<file path="config.mk">
export PLATFORM = sky130hd
export DESIGN_NAME = fifo_ctrl_flat
export DESIGN_NICKNAME = d
export VERILOG_FILES = /design/src/rtl/sdmac_pkg.sv /design/src/rtl/fifo_ctrl_if.sv /design/src/rtl/fifo_ptr.sv /design/src/rtl/fifo_ctrl.sv /design/src/flat_wrapper.sv
export SDC_FILE = /design/constraint.sdc
export NUM_CORES = 1
export LEC_CHECK = 0
export BUFFER_PORTS_ARGS = -buffer_cell sky130_fd_sc_hd__buf_2
export CORE_ASPECT_RATIO = 1.2
export CORE_MARGIN = 2
export CORE_UTILIZATION = 46
export CTS_CLUSTER_SIZE = 10
export DETAILED_ROUTE_END_ITERATION = 12
export GPL_TIMING_DRIVEN = 1
export PLACE_DENSITY_LB_ADDON = 0.08
export SLEW_MARGIN = 20
export SYNTH_ARGS = -nofsm -noshare
export SYNTH_HDL_FRONTEND = slang
export SYNTH_SLANG_ARGS = --single-unit
</file>
<file path="constraint.sdc">
create_clock -name CLK -period 2.02 [get_ports CLK]
set_input_delay 0.101 -clock CLK [delete_from_list [all_inputs] [get_ports CLK]]
set_output_delay 0.101 -clock CLK [all_outputs]
set_load 0.01 [all_outputs]
</file>
<file path="src/rtl/sdmac_pkg.sv">
// Shared SDMAC definitions: data FIFO geometry and flush sequencer state codes.
package sdmac_pkg;

    localparam int FIFO_DEPTH = 8;
    localparam int FIFO_PTRW  = $clog2(FIFO_DEPTH);

    // Flush sequencer states, kept as plain codes so legacy decode logic can match them.
    typedef logic [1:0] flush_state_t;
    localparam flush_state_t FLUSH_IDLE   = 2'd0;
    localparam flush_state_t FLUSH_COMMIT = 2'd1;
    localparam flush_state_t FLUSH_DRAIN  = 2'd2;
    localparam flush_state_t FLUSH_DONE   = 2'd3;

endpackage

</file>
<file path="src/rtl/fifo_ctrl_if.sv">
// Strobe/status bundle between the CPU bus state machine (master) and fifo_ctrl (slave).
interface fifo_ctrl_if #(
    parameter int DEPTH = sdmac_pkg::FIFO_DEPTH,
    parameter int PTRW  = sdmac_pkg::FIFO_PTRW
);
    logic            CLRFIFO;
    logic            INCFIFO;
    logic            DECFIFO;
    logic            INCNI;
    logic            INCNO;
    logic            INCBO;
    logic            LDBO;
    logic            A1;
    logic            FLUSHFIFO;
    logic            STOPFLUSH;
    logic [PTRW-1:0] WRPTR;
    logic [PTRW-1:0] RDPTR;
    logic [1:0]      BO;
    logic [PTRW:0]   WCNT;
    logic            FIFOFULL;
    logic            FIFOEMPTY;
    logic            LASTWORD;
    logic            BOEQ3;
    logic            PARTIAL;
    logic            FLUSHDONE;
    logic            OVF;
    logic            UNF;

    modport master (
        output CLRFIFO, INCFIFO, DECFIFO, INCNI, INCNO, INCBO, LDBO, A1,
               FLUSHFIFO, STOPFLUSH,
        input  WRPTR, RDPTR, BO, WCNT, FIFOFULL, FIFOEMPTY, LASTWORD, BOEQ3,
               PARTIAL, FLUSHDONE, OVF, UNF
    );

    modport slave (
        input  CLRFIFO, INCFIFO, DECFIFO, INCNI, INCNO, INCBO, LDBO, A1,
               FLUSHFIFO, STOPFLUSH,
        output WRPTR, RDPTR, BO, WCNT, FIFOFULL, FIFOEMPTY, LASTWORD, BOEQ3,
               PARTIAL, FLUSHDONE, OVF, UNF
    );

endinterface

</file>
<file path="src/rtl/fifo_ptr.sv">
// Wrapping PTRW-bit FIFO pointer with synchronous clear and single-step increment.
module fifo_ptr #(
    parameter int PTRW = sdmac_pkg::FIFO_PTRW
) (
    input  logic            CLK,
    input  logic            RESET,
    input  logic            clr,
    input  logic            inc,
    output logic [PTRW-1:0] ptr
);

    // NOTE: sequential state uses non-blocking assignments so every flop samples pre-edge values.
    always_ff @(posedge CLK) begin
        if (RESET || clr) begin
            ptr <= '0;
        end else if (inc) begin
            ptr <= ptr + 1'b1;
        end
    end

endmodule

</file>
<file path="src/rtl/fifo_ctrl.sv">
// Pointer, occupancy, byte-offset and end-of-transfer flush control for the SDMAC data FIFO.
module fifo_ctrl
    import sdmac_pkg::*;
#(
    parameter int DEPTH = FIFO_DEPTH,
    parameter int PTRW  = FIFO_PTRW
) (
    input  logic       CLK,
    input  logic       RESET,
    fifo_ctrl_if.slave bus
);

    localparam logic [PTRW:0] FULL_CNT = (PTRW+1)'(DEPTH);

    flush_state_t  state;
    flush_state_t  state_nxt;
    logic [PTRW:0] wcnt;
    logic [1:0]    bo;
    logic          ovf;
    logic          unf;
    logic          full;
    logic          empty;
    logic          in_commit;
    logic          commit_ok;
    logic          cnt_inc;
    logic          cnt_dec;
    logic          wr_adv;
    logic          ovf_set;
    logic          unf_set;

    assign full      = (wcnt == FULL_CNT);
    assign empty     = (wcnt == '0);
    assign in_commit = (state == FLUSH_COMMIT);
    assign commit_ok = in_commit && !full;

    // While committing, the sequencer owns the write side and external INCFIFO/INCNI are ignored.
    assign cnt_inc = in_commit ? commit_ok : bus.INCFIFO;
    assign wr_adv  = in_commit ? commit_ok : bus.INCNI;
    assign cnt_dec = bus.DECFIFO;
    assign ovf_set = in_commit ? full : (bus.INCFIFO && !cnt_dec && full);
    assign unf_set = cnt_dec && !cnt_inc && empty;

    fifo_ptr #(.PTRW(PTRW)) u_wrptr (
        .CLK   (CLK),
        .RESET (RESET),
        .clr   (bus.CLRFIFO),
        .inc   (wr_adv),
        .ptr   (bus.WRPTR)
    );

    fifo_ptr #(.PTRW(PTRW)) u_rdptr (
        .CLK   (CLK),
        .RESET (RESET),
        .clr   (bus.CLRFIFO),
        .inc   (bus.INCNO),
        .ptr   (bus.RDPTR)
    );

    always_ff @(posedge CLK) begin
        if (RESET || bus.CLRFIFO) begin
            wcnt <= '0;
            ovf  <= 1'b0;
            unf  <= 1'b0;
        end else begin
            if (cnt_inc && !cnt_dec && !full) begin
                wcnt <= wcnt + 1'b1;
            end else if (cnt_dec && !cnt_inc && !empty) begin
                wcnt <= wcnt - 1'b1;
            end
            if (ovf_set) ovf <= 1'b1;
            if (unf_set) unf <= 1'b1;
        end
    end

    always_ff @(posedge CLK) begin
        if (RESET || bus.CLRFIFO) begin
            bo <= 2'd0;
        end else if (commit_ok) begin
            bo <= 2'd0;
        end else if (bus.LDBO) begin
            bo <= {bus.A1, 1'b0};
        end else if (bus.INCBO) begin
            bo <= bo + 2'd1;
        end
    end

    // NOTE: default the next state first so no path through the case infers a latch.
    always_comb begin
        state_nxt = state;
        case (state)
            FLUSH_IDLE: begin
                if (bus.FLUSHFIFO) state_nxt = (bo != 2'd0) ? FLUSH_COMMIT : FLUSH_DRAIN;
            end
            FLUSH_COMMIT: begin
                state_nxt = bus.FLUSHFIFO ? FLUSH_DRAIN : FLUSH_IDLE;
            end
            FLUSH_DRAIN: begin
                if (!bus.FLUSHFIFO)                state_nxt = FLUSH_IDLE;
                else if (empty || bus.STOPFLUSH)   state_nxt = FLUSH_DONE;
            end
            FLUSH_DONE: begin
                if (!bus.FLUSHFIFO) state_nxt = FLUSH_IDLE;
            end
            default: state_nxt = FLUSH_IDLE;
        endcase
    end

    always_ff @(posedge CLK) begin
        if (RESET || bus.CLRFIFO) begin
            state <= FLUSH_IDLE;
        end else begin
            state <= state_nxt;
        end
    end

    assign bus.WCNT      = wcnt;
    assign bus.BO        = bo;
    assign bus.OVF       = ovf;
    assign bus.UNF       = unf;
    assign bus.FIFOFULL  = full;
    assign bus.FIFOEMPTY = empty;
    assign bus.LASTWORD  = (wcnt == (PTRW+1)'(1));
    assign bus.BOEQ3     = (bo == 2'd3);
    // A reset or clear landing in the COMMIT cycle cancels the commit, so no pulse either.
    assign bus.PARTIAL   = commit_ok && !RESET && !bus.CLRFIFO;
    assign bus.FLUSHDONE = (state == FLUSH_DONE);

endmodule

</file>
<file path="src/flat_wrapper.sv">
// flat-port wrapper written by rule: the top's interface ports become plain ports
module fifo_ctrl_flat import sdmac_pkg::*;
#(
    parameter int DEPTH = FIFO_DEPTH,
    parameter int PTRW  = FIFO_PTRW
)
  (CLK, RESET, bus_CLRFIFO, bus_INCFIFO, bus_DECFIFO, bus_INCNI, bus_INCNO, bus_INCBO, bus_LDBO, bus_A1, bus_FLUSHFIFO, bus_STOPFLUSH, bus_WRPTR, bus_RDPTR, bus_BO, bus_WCNT, bus_FIFOFULL, bus_FIFOEMPTY, bus_LASTWORD, bus_BOEQ3, bus_PARTIAL, bus_FLUSHDONE, bus_OVF, bus_UNF);
  fifo_ctrl_if #(.DEPTH(DEPTH), .PTRW(PTRW)) bus_i ();
  input  logic CLK;
  input  logic RESET;
  input wire logic [$bits(bus_i.CLRFIFO)-1:0] bus_CLRFIFO;
  input wire logic [$bits(bus_i.INCFIFO)-1:0] bus_INCFIFO;
  input wire logic [$bits(bus_i.DECFIFO)-1:0] bus_DECFIFO;
  input wire logic [$bits(bus_i.INCNI)-1:0] bus_INCNI;
  input wire logic [$bits(bus_i.INCNO)-1:0] bus_INCNO;
  input wire logic [$bits(bus_i.INCBO)-1:0] bus_INCBO;
  input wire logic [$bits(bus_i.LDBO)-1:0] bus_LDBO;
  input wire logic [$bits(bus_i.A1)-1:0] bus_A1;
  input wire logic [$bits(bus_i.FLUSHFIFO)-1:0] bus_FLUSHFIFO;
  input wire logic [$bits(bus_i.STOPFLUSH)-1:0] bus_STOPFLUSH;
  output wire logic [$bits(bus_i.WRPTR)-1:0] bus_WRPTR;
  output wire logic [$bits(bus_i.RDPTR)-1:0] bus_RDPTR;
  output wire logic [$bits(bus_i.BO)-1:0] bus_BO;
  output wire logic [$bits(bus_i.WCNT)-1:0] bus_WCNT;
  output wire logic [$bits(bus_i.FIFOFULL)-1:0] bus_FIFOFULL;
  output wire logic [$bits(bus_i.FIFOEMPTY)-1:0] bus_FIFOEMPTY;
  output wire logic [$bits(bus_i.LASTWORD)-1:0] bus_LASTWORD;
  output wire logic [$bits(bus_i.BOEQ3)-1:0] bus_BOEQ3;
  output wire logic [$bits(bus_i.PARTIAL)-1:0] bus_PARTIAL;
  output wire logic [$bits(bus_i.FLUSHDONE)-1:0] bus_FLUSHDONE;
  output wire logic [$bits(bus_i.OVF)-1:0] bus_OVF;
  output wire logic [$bits(bus_i.UNF)-1:0] bus_UNF;
  assign bus_i.CLRFIFO = bus_CLRFIFO;
  assign bus_i.INCFIFO = bus_INCFIFO;
  assign bus_i.DECFIFO = bus_DECFIFO;
  assign bus_i.INCNI = bus_INCNI;
  assign bus_i.INCNO = bus_INCNO;
  assign bus_i.INCBO = bus_INCBO;
  assign bus_i.LDBO = bus_LDBO;
  assign bus_i.A1 = bus_A1;
  assign bus_i.FLUSHFIFO = bus_FLUSHFIFO;
  assign bus_i.STOPFLUSH = bus_STOPFLUSH;
  assign bus_WRPTR = bus_i.WRPTR;
  assign bus_RDPTR = bus_i.RDPTR;
  assign bus_BO = bus_i.BO;
  assign bus_WCNT = bus_i.WCNT;
  assign bus_FIFOFULL = bus_i.FIFOFULL;
  assign bus_FIFOEMPTY = bus_i.FIFOEMPTY;
  assign bus_LASTWORD = bus_i.LASTWORD;
  assign bus_BOEQ3 = bus_i.BOEQ3;
  assign bus_PARTIAL = bus_i.PARTIAL;
  assign bus_FLUSHDONE = bus_i.FLUSHDONE;
  assign bus_OVF = bus_i.OVF;
  assign bus_UNF = bus_i.UNF;
  fifo_ctrl #(.DEPTH(DEPTH), .PTRW(PTRW)) u_core (.CLK(CLK), .RESET(RESET), .bus(bus_i));
endmodule
</file>
==> out/qor.tcl, run 1 <==
set qor(vias_in_the_first_global_route) 735
set qor(grt_start_max_net_pins) 13
set qor(max_cap_viol_count) 0
set qor(clock_tree_from_tritoncts) {yes}
set qor(grt_pass1_wl_um) 2950
set qor(static-leakage-power_nw) 0.542
set qor(fin_util_pct) 60.7
set qor(synth.top_cells.by_count) {sky130_fd_sc_hd__nor2_1, sky130_fd_sc_hd__dfxtp_1, sky130_fd_sc_hd__inv_1, sky130_fd_sc_hd__nand2_1, sky130_fd_sc_hd__ha_1}
set qor(timing.rr.end) {u_core.bus.WCNT[2]}
set qor(post_dp_cell_area_sq_um) 1060
set qor(status) {finished clean}
set qor(timing.rr.start) {u_core.bus.WCNT[0]}
set qor(cts_max_path_buffers) 2
set qor(viasPerCell) 5.19
set qor(syn_area_per_cell_sq_um) 8.76
set qor(largest_family_of_logic_cells_by_synthesized_area) {simple AND/OR/NAND/NOR gates}
set qor(total_count_of_hold_check_failures_in_the_final_report) 0
set qor(critical_path_peak_fanout) 7
set qor(insertedDiodeCount) 0
set qor(synth-async-reset-ratio_pct) 0
set qor(syn2layout_area_growth_pct) 24.4
set qor(worstHoldPathType) {input pin to flop}
set qor(synthFlopType) {sky130_fd_sc_hd__dfxtp_1}
set qor(post_synth_and_or_nand_nor_area_fraction_pct) 24.1
set qor(synth_warnings) 0
set qor(detail_route.first_pass.iterations) 4
set qor(floorplan.io_pins) 32
set qor(power.total_w) 0.000651
set qor(cp.arrival_ps) 1950
set qor(ff2ff_path_depth) 8
set qor(clock_tree.root_cell) {sky130_fd_sc_hd__clkbuf_4}
set qor(worst_setup_path_start_kind) {flop}
set qor(rsz_0062_raised_after_global_routing) {no}
set qor(power.ir.vdd_worst_v) 0.000452
set qor(yosys-mux-area-fraction_pct) 8.26
set qor(netlist-cell-type-count) 33
set qor(synth_top_area_share_pct) 35.9
set qor(timing.critical_path.required_ps) 2210
set qor(relSlewSlack_pct) 77.5
set qor(cts.repair.resized) 0
set qor(global_route.usage.total_pct) 16.8
set qor(nFillCells) 180
set qor(postCtsSetupRepairBufs) 0
set qor(drv_slew) 0
set qor(core_area_sq_um) 1830
set qor(dieArea_sq_um) 2310
set qor(cts.sink_count) 16
set qor(drt_drc_violations_left) 0
set qor(num_vias) 805
set qor(min_delay_path_depth) 3
set qor(ys_top_cells_by_area) {sky130_fd_sc_hd__dfxtp_1, sky130_fd_sc_hd__ha_1, sky130_fd_sc_hd__nor2_1}
set qor(detail_route.wirelength_um) 1720
set qor(number_of_antenna_violations_at_the_first_check_in_global_routing) 0
set qor(start_util_pct) 48.8
set qor(gp_congestion) 0.781
set qor(cts-hold-fix-buffers) 1
set qor(worst_hold_path.endpoint) {u_core.state[0]}
set qor(grt.overflow.total) 0
set qor(setup_violations) 0
set qor(htreeDepth) 1
set qor(numPortBuffers) 31
set qor(clkLatencyLatePin_ps) 280
set qor(mappedNetlistNets) 121
set qor(synth_seq_area_share_pct) 35.9
set qor(cts_made_buffers) 3
set qor(drtAntennaViolNets) 0
set qor(dp_hpwl_um) 1390
set qor(synthesis.instances) 102
set qor(drt_first_iter_violations) 11
set qor(pwr_density_cell_nw_per_um2) 586
set qor(fin_skew_ps) 1.50
set qor(path_class) {flop to flop}
set qor(cp-end-kind) {flop}
set qor(clock_input_transition_at_the_sequential_cells_of_the_worst_setup_and_hold_paths_ps) 90
set qor(synth_compound_gate_area_share_pct) 11.2
set qor(yosys.area_share.xor_xnor_pct) 5.88
set qor(synth_edf_count) 0
set qor(finalInstanceArea_sq_um) 1110
set qor(num-nets-final) 156
set qor(floorplan.rows) 17
set qor(worst_pin_slew_ps) 328
set qor(synthAdderAreaFrac_pct) 9.80
set qor(timing.final.crit_share_pct) 87.4
set qor(max_freq_mhz) 566
set qor(fin_setup_tns_ps) 0
set qor(routed_wire_length_per_instance_um) 11.1
set qor(ys_seq_elements) 16
set qor(reg2reg_slack_ps) 250
set qor(x_dimension_of_the_die_um) 44.2
set qor(shortest_period_the_worst_path_allows_ps) 1770
set qor(syn_area_sq_um) 893
set qor(floorplan_die_height_um) 52.3
set qor(drive_above_1_share_pct) 31.6
set qor(post_synth_top_area_cell) {sky130_fd_sc_hd__dfxtp_1}
set qor(synthMostInstantiatedCell) {sky130_fd_sc_hd__nor2_1}
set qor(timing.hold.worst.start) {bus_FLUSHFIFO}
[how the worst max path moves through the flow]
stage                  startpoint            endpoint  slack [ps]  depth (start not counted)
2_1_floorplan  u_core.bus.WCNT[0]  u_core.bus.WCNT[2]         360                          8
3_3_place_gp   u_core.bus.WCNT[0]  u_core.bus.WCNT[2]         300                          8
3_5_place_dp   u_core.bus.WCNT[0]  u_core.bus.WCNT[2]         270                          8
4_1_cts        u_core.bus.WCNT[0]  u_core.bus.WCNT[2]         250                          8
5_1_grt        u_core.bus.WCNT[0]  u_core.bus.WCNT[2]         100                          8
6_report       u_core.bus.WCNT[0]  u_core.bus.WCNT[2]         250                          8
[layer usage]
metal | track usage, % | vias to the layer above | wire (um)
li1 | - | 416 | -
met1 | 19.9 | 367 | 709
met2 | 29.9 | 20 | 905
met3 | 2.76 | 2 | 86
met4 | 6.06 | 0 | 17
met5 | 0 | - | 0
[final cells by class]
cell class	count	area, sq um	share of cell area [%]
Sequential cell	16	320	28.8
Inverter	9	36.3	3.27
Tap cell	19	23.8	2.14
Clock buffer	4	36.3	3.27
Timing Repair Buffer	32	165	14.9
Multi-Input combinational cell	75	529	47.6
[placed cells by master (no fill, tap or decap), types with 2 or more instances in the layout]
master / count
sky130_fd_sc_hd__buf_2: 31
sky130_fd_sc_hd__nor2_1: 18
sky130_fd_sc_hd__dfxtp_1: 16
sky130_fd_sc_hd__inv_1: 8
sky130_fd_sc_hd__nand2_1: 8
sky130_fd_sc_hd__ha_1: 7
sky130_fd_sc_hd__mux2i_1: 6
sky130_fd_sc_hd__xnor2_1: 4
sky130_fd_sc_hd__nand3_1: 3
sky130_fd_sc_hd__a21oi_1: 3
sky130_fd_sc_hd__clkbuf_4: 3
sky130_fd_sc_hd__and2_1: 2
sky130_fd_sc_hd__xor2_1: 2
sky130_fd_sc_hd__a31oi_1: 2
sky130_fd_sc_hd__or3_1: 2
[state kept, by name, indices dropped and copies added (netlist names)]
register	count
u_core.bus.BO	2
u_core.state	2
u_core.u_wrptr.ptr	3
u_core.u_rdptr.ptr	3
u_core.bus.WCNT	4
u_core.bus.OVF	1
u_core.bus.UNF	1
[critical path: stages (launching register included)]
cell and delay, ps:
sky130_fd_sc_hd__dfxtp_1 470, sky130_fd_sc_hd__inv_1 80, sky130_fd_sc_hd__ha_1 250, sky130_fd_sc_hd__nand3b_4 130, sky130_fd_sc_hd__inv_4 50, sky130_fd_sc_hd__a211oi_2 300
sky130_fd_sc_hd__a31o_4 170, sky130_fd_sc_hd__a21oi_2 50, sky130_fd_sc_hd__a31o_1 180
[cell families after synthesis]
kind of cell             Yosys count
AO/OA/AOI/OAI                     13
multiplexers                       7
buffers and inverters             11
XOR/XNOR                           6
AND/OR/NAND/NOR                   42
adder cells (fa/ha/maj)            7
flip-flops                        16
[power by group]
part	internal (W)	total, W	switching [W]
clock	0.000110	0.000210	0.000101
sequential	0.000324	0.000335	0.0000109
combinational	0.0000485	0.000106	0.0000570
total	0.000483	0.000651	0.000168
[metrics by stage]
step	setup WS [ps]	hold WS, ps	std cells
after floorplan	362	178	102
after global placement	304	296	150
after detailed placement	266	300	150
after CTS	248	32.4	155
after global routing	103	52.9	155
final	254	38.3	155
Power figures use the tool's default switching activity.
==> inputs of run 2 (changes only) <==
==> constraint.sdc (replaced) <==
create_clock -name CLK -period 2.02 [get_ports CLK]
set_input_delay 0.606 -clock CLK [delete_from_list [all_inputs] [get_ports CLK]]
set_output_delay 0.606 -clock CLK [all_outputs]
set_load 0.01 [all_outputs]
==> run 2 against run 1 <==
  * Routed wire length up 5.6%
  * Sequential power about the same
  * Flip-flop and latch count unchanged
  * First-iteration DRC count down 27%
==> out/qor.tcl, run 2 (same netlist as run 1, synthesis figures left out) <==
set qor(status) {finished clean}
set qor(max_freq_mhz) 513 ;# -9.4%
set qor(fin_skew_ps) 2.54 ;# +1.04 ps
set qor(floorplan_die_height_um) 52.3 ;# unchanged
set qor(commonest_cells_after_routing_fill_and_taps_aside) {sky130_fd_sc_hd__buf_2, sky130_fd_sc_hd__nor2_1, sky130_fd_sc_hd__dfxtp_1}
set qor(floorplan.rows) 17 ;# unchanged
set qor(x_dimension_of_the_die_um) 44.2 ;# unchanged
set qor(total_count_of_hold_check_failures_in_the_final_report) 0 ;# unchanged
set qor(numPortBuffers) 31 ;# unchanged
set qor(start_util_pct) 48.8 ;# unchanged
set qor(rsz_0062_raised_after_global_routing) {no}
set qor(drive_above_1_share_pct) 37.1 ;# +5.5 points
set qor(static-leakage-power_nw) 0.563 ;# +3.9%
set qor(cp-end-kind) {output pin}
set qor(clock_input_transition_at_the_sequential_cells_of_the_worst_setup_and_hold_paths_ps) 90 ;# about the same
set qor(nFillCells) 170 ;# -5.6%
set qor(cp.arrival_ps) 1340 ;# -610 ps
set qor(worst_setup_path_start_kind) {flop}
set qor(routed_wire_length_per_instance_um) 11.4 ;# +3.0%
set qor(worstHoldPathType) {flop to flop}
set qor(num_vias) 801 ;# -0.50%
set qor(shortest_period_the_worst_path_allows_ps) 1950 ;# +183 ps
set qor(drtAntennaViolNets) 0 ;# unchanged
set qor(cts_max_path_buffers) 2 ;# unchanged
set qor(timing.final.crit_share_pct) 96.5 ;# +9.1 points
set qor(setup_violations) 0 ;# unchanged
set qor(num-nets-final) 160 ;# +2.6%
set qor(place_ws_ps) 134 ;# -132 ps
set qor(max_cap_viol_count) 0 ;# unchanged
set qor(grt_start_max_net_pins) 12 ;# -1
set qor(dieArea_sq_um) 2310 ;# unchanged
set qor(power.ir.vdd_worst_v) 0.000441 ;# -2.5%
set qor(clock_tree_from_tritoncts) {yes}
set qor(fin_setup_tns_ps) 0 ;# unchanged
set qor(viasPerCell) 5.04 ;# -3.0%
set qor(dp_hpwl_um) 1410 ;# +0.97%
set qor(relSlewSlack_pct) 77.2 ;# -0.33 points
set qor(worst_hold_margin_ps) 473 ;# +435 ps
set qor(clkLatencyLatePin_ps) 280 ;# about the same
set qor(floorplan.io_pins) 32 ;# unchanged
set qor(drt_first_iter_violations) 8 ;# -3
set qor(detail_route.first_pass.iterations) 3 ;# -1
set qor(grt.overflow.total) 0 ;# unchanged
set qor(gp_congestion) 0.801 ;# +2.5%
set qor(path_class) {flop to output pin}
set qor(grt_pass1_wl_um) 2910 ;# -1.2%
set qor(critical_path_peak_fanout) 4 ;# -3
set qor(htreeDepth) 1 ;# unchanged
set qor(critical_path_s_largest_stage_delay_ps) 380 ;# -90 ps
set qor(cts.sink_count) 16 ;# unchanged
set qor(timing.critical_path.required_ps) 1410 ;# -800 ps
set qor(layout.cells.most_common) {sky130_fd_sc_hd__buf_2}
set qor(drt_drc_violations_left) 0 ;# unchanged
set qor(pwr_density_cell_nw_per_um2) 571 ;# -2.6%
set qor(clock_tree.root_cell) {sky130_fd_sc_hd__clkbuf_4}
set qor(post_dp_cell_area_sq_um) 1070 ;# +0.71%
set qor(cts_made_buffers) 3 ;# unchanged
set qor(drv_slew) 0 ;# unchanged
set qor(core_area_sq_um) 1830 ;# unchanged
set qor(detail_route.wirelength_um) 1820 ;# +5.6%
set qor(global_route.usage.total_pct) 16.9 ;# +0.11 points
set qor(number_of_antenna_violations_at_the_first_check_in_global_routing) 0 ;# unchanged
set qor(cts-hold-fix-buffers) 0 ;# -1
set qor(worst_pin_slew_ps) 333 ;# +4.84 ps
set qor(cell_with_the_largest_stage_delay_on_the_worst_path) {sky130_fd_sc_hd__dfxtp_4}
set qor(final_critical_path_setup_slack_ps) 71.0 ;# -183 ps
set qor(finalInstanceArea_sq_um) 1150 ;# +3.4%
set qor(largest_register_ff_count) 4 ;# unchanged
set qor(timing.critical_path.cells) {inv_1, ha_2, nand3b_4, nand2_1, nor2_1, buf_2}
set qor(insertedDiodeCount) 0 ;# unchanged
set qor(syn2layout_area_growth_pct) 28.6
set qor(vias_in_the_first_global_route) 699 ;# -4.9%
## run 2: cell types whose count changed in the layout (fill, tap and decap cells not counted), sizes merged
cell,delta
buf,+5
dlygate4sd3,-1
## run 2: area by class of cell
type | instances | area [sq um] | share of cell area (%)
multi-input cells | 75 | 532 | 46.3
flip-flops and latches | 16 | 328 | 28.5
repair buffers | 36 | 193 | 16.8
clock buffers | 4 | 36.3 | 3.16
inverters | 9 | 36.3 | 3.16
well taps | 19 | 23.8 | 2.07
## run 2: path summary, 6_finish.rpt
check	from	endpoint	slack, ps	depth (start not counted)
setup / recovery	u_core.bus.WCNT[0]	bus_PARTIAL	70	6
hold / removal	u_core.bus.OVF	u_core.bus.OVF	470	2
hold reg to reg	u_core.bus.OVF	u_core.bus.OVF	470	2
setup reg to reg	u_core.bus.WCNT[1]	u_core.bus.WCNT[2]	370	7
## run 2: power by group
group	leakage (nW)	total, W	switching (W)	internal (W)
clock	0.0210	0.000207	0.0000976	0.000110
sequential	0.131	0.000332	0.00000963	0.000323
combinational	0.411	0.000116	0.0000612	0.0000550
total	0.563	0.000656	0.000168	0.000487
## run 2: repair_timing
item | in CTS | in global routing
setup endpoints to repair | 3 | 2
buffers inserted | 0 | 4
resized for setup | 6 | 0
## run 2: layer usage
layer,share of wire (%),track usage [%]
met1,45,20.2
met2,50,28.4
met3,4.4,2.76
met4,0.66,9.09
met5,0,0
## run 2: critical path, delay by kind of cell, from the launching register on
| kind | cells | cell delay (ps) |
|---|---|---|
| simple gates | 3 | 290 |
| flops | 1 | 380 |
| fa+ha+maj | 1 | 200 |
| buf+inv | 2 | 190 |
## run 2: metrics by stage
step / util [%] / cells / total power, W
finish: 62.8 / 159 / 0.000656
global route: 62.8 / 159 / 0.000693
CTS: 61.1 / 155 / 0.000658
detailed placement: 58.6 / 151 / 0.000450
global placement: 58.6 / 151 / 0.000447
floorplan: - / 102 / 0.000411
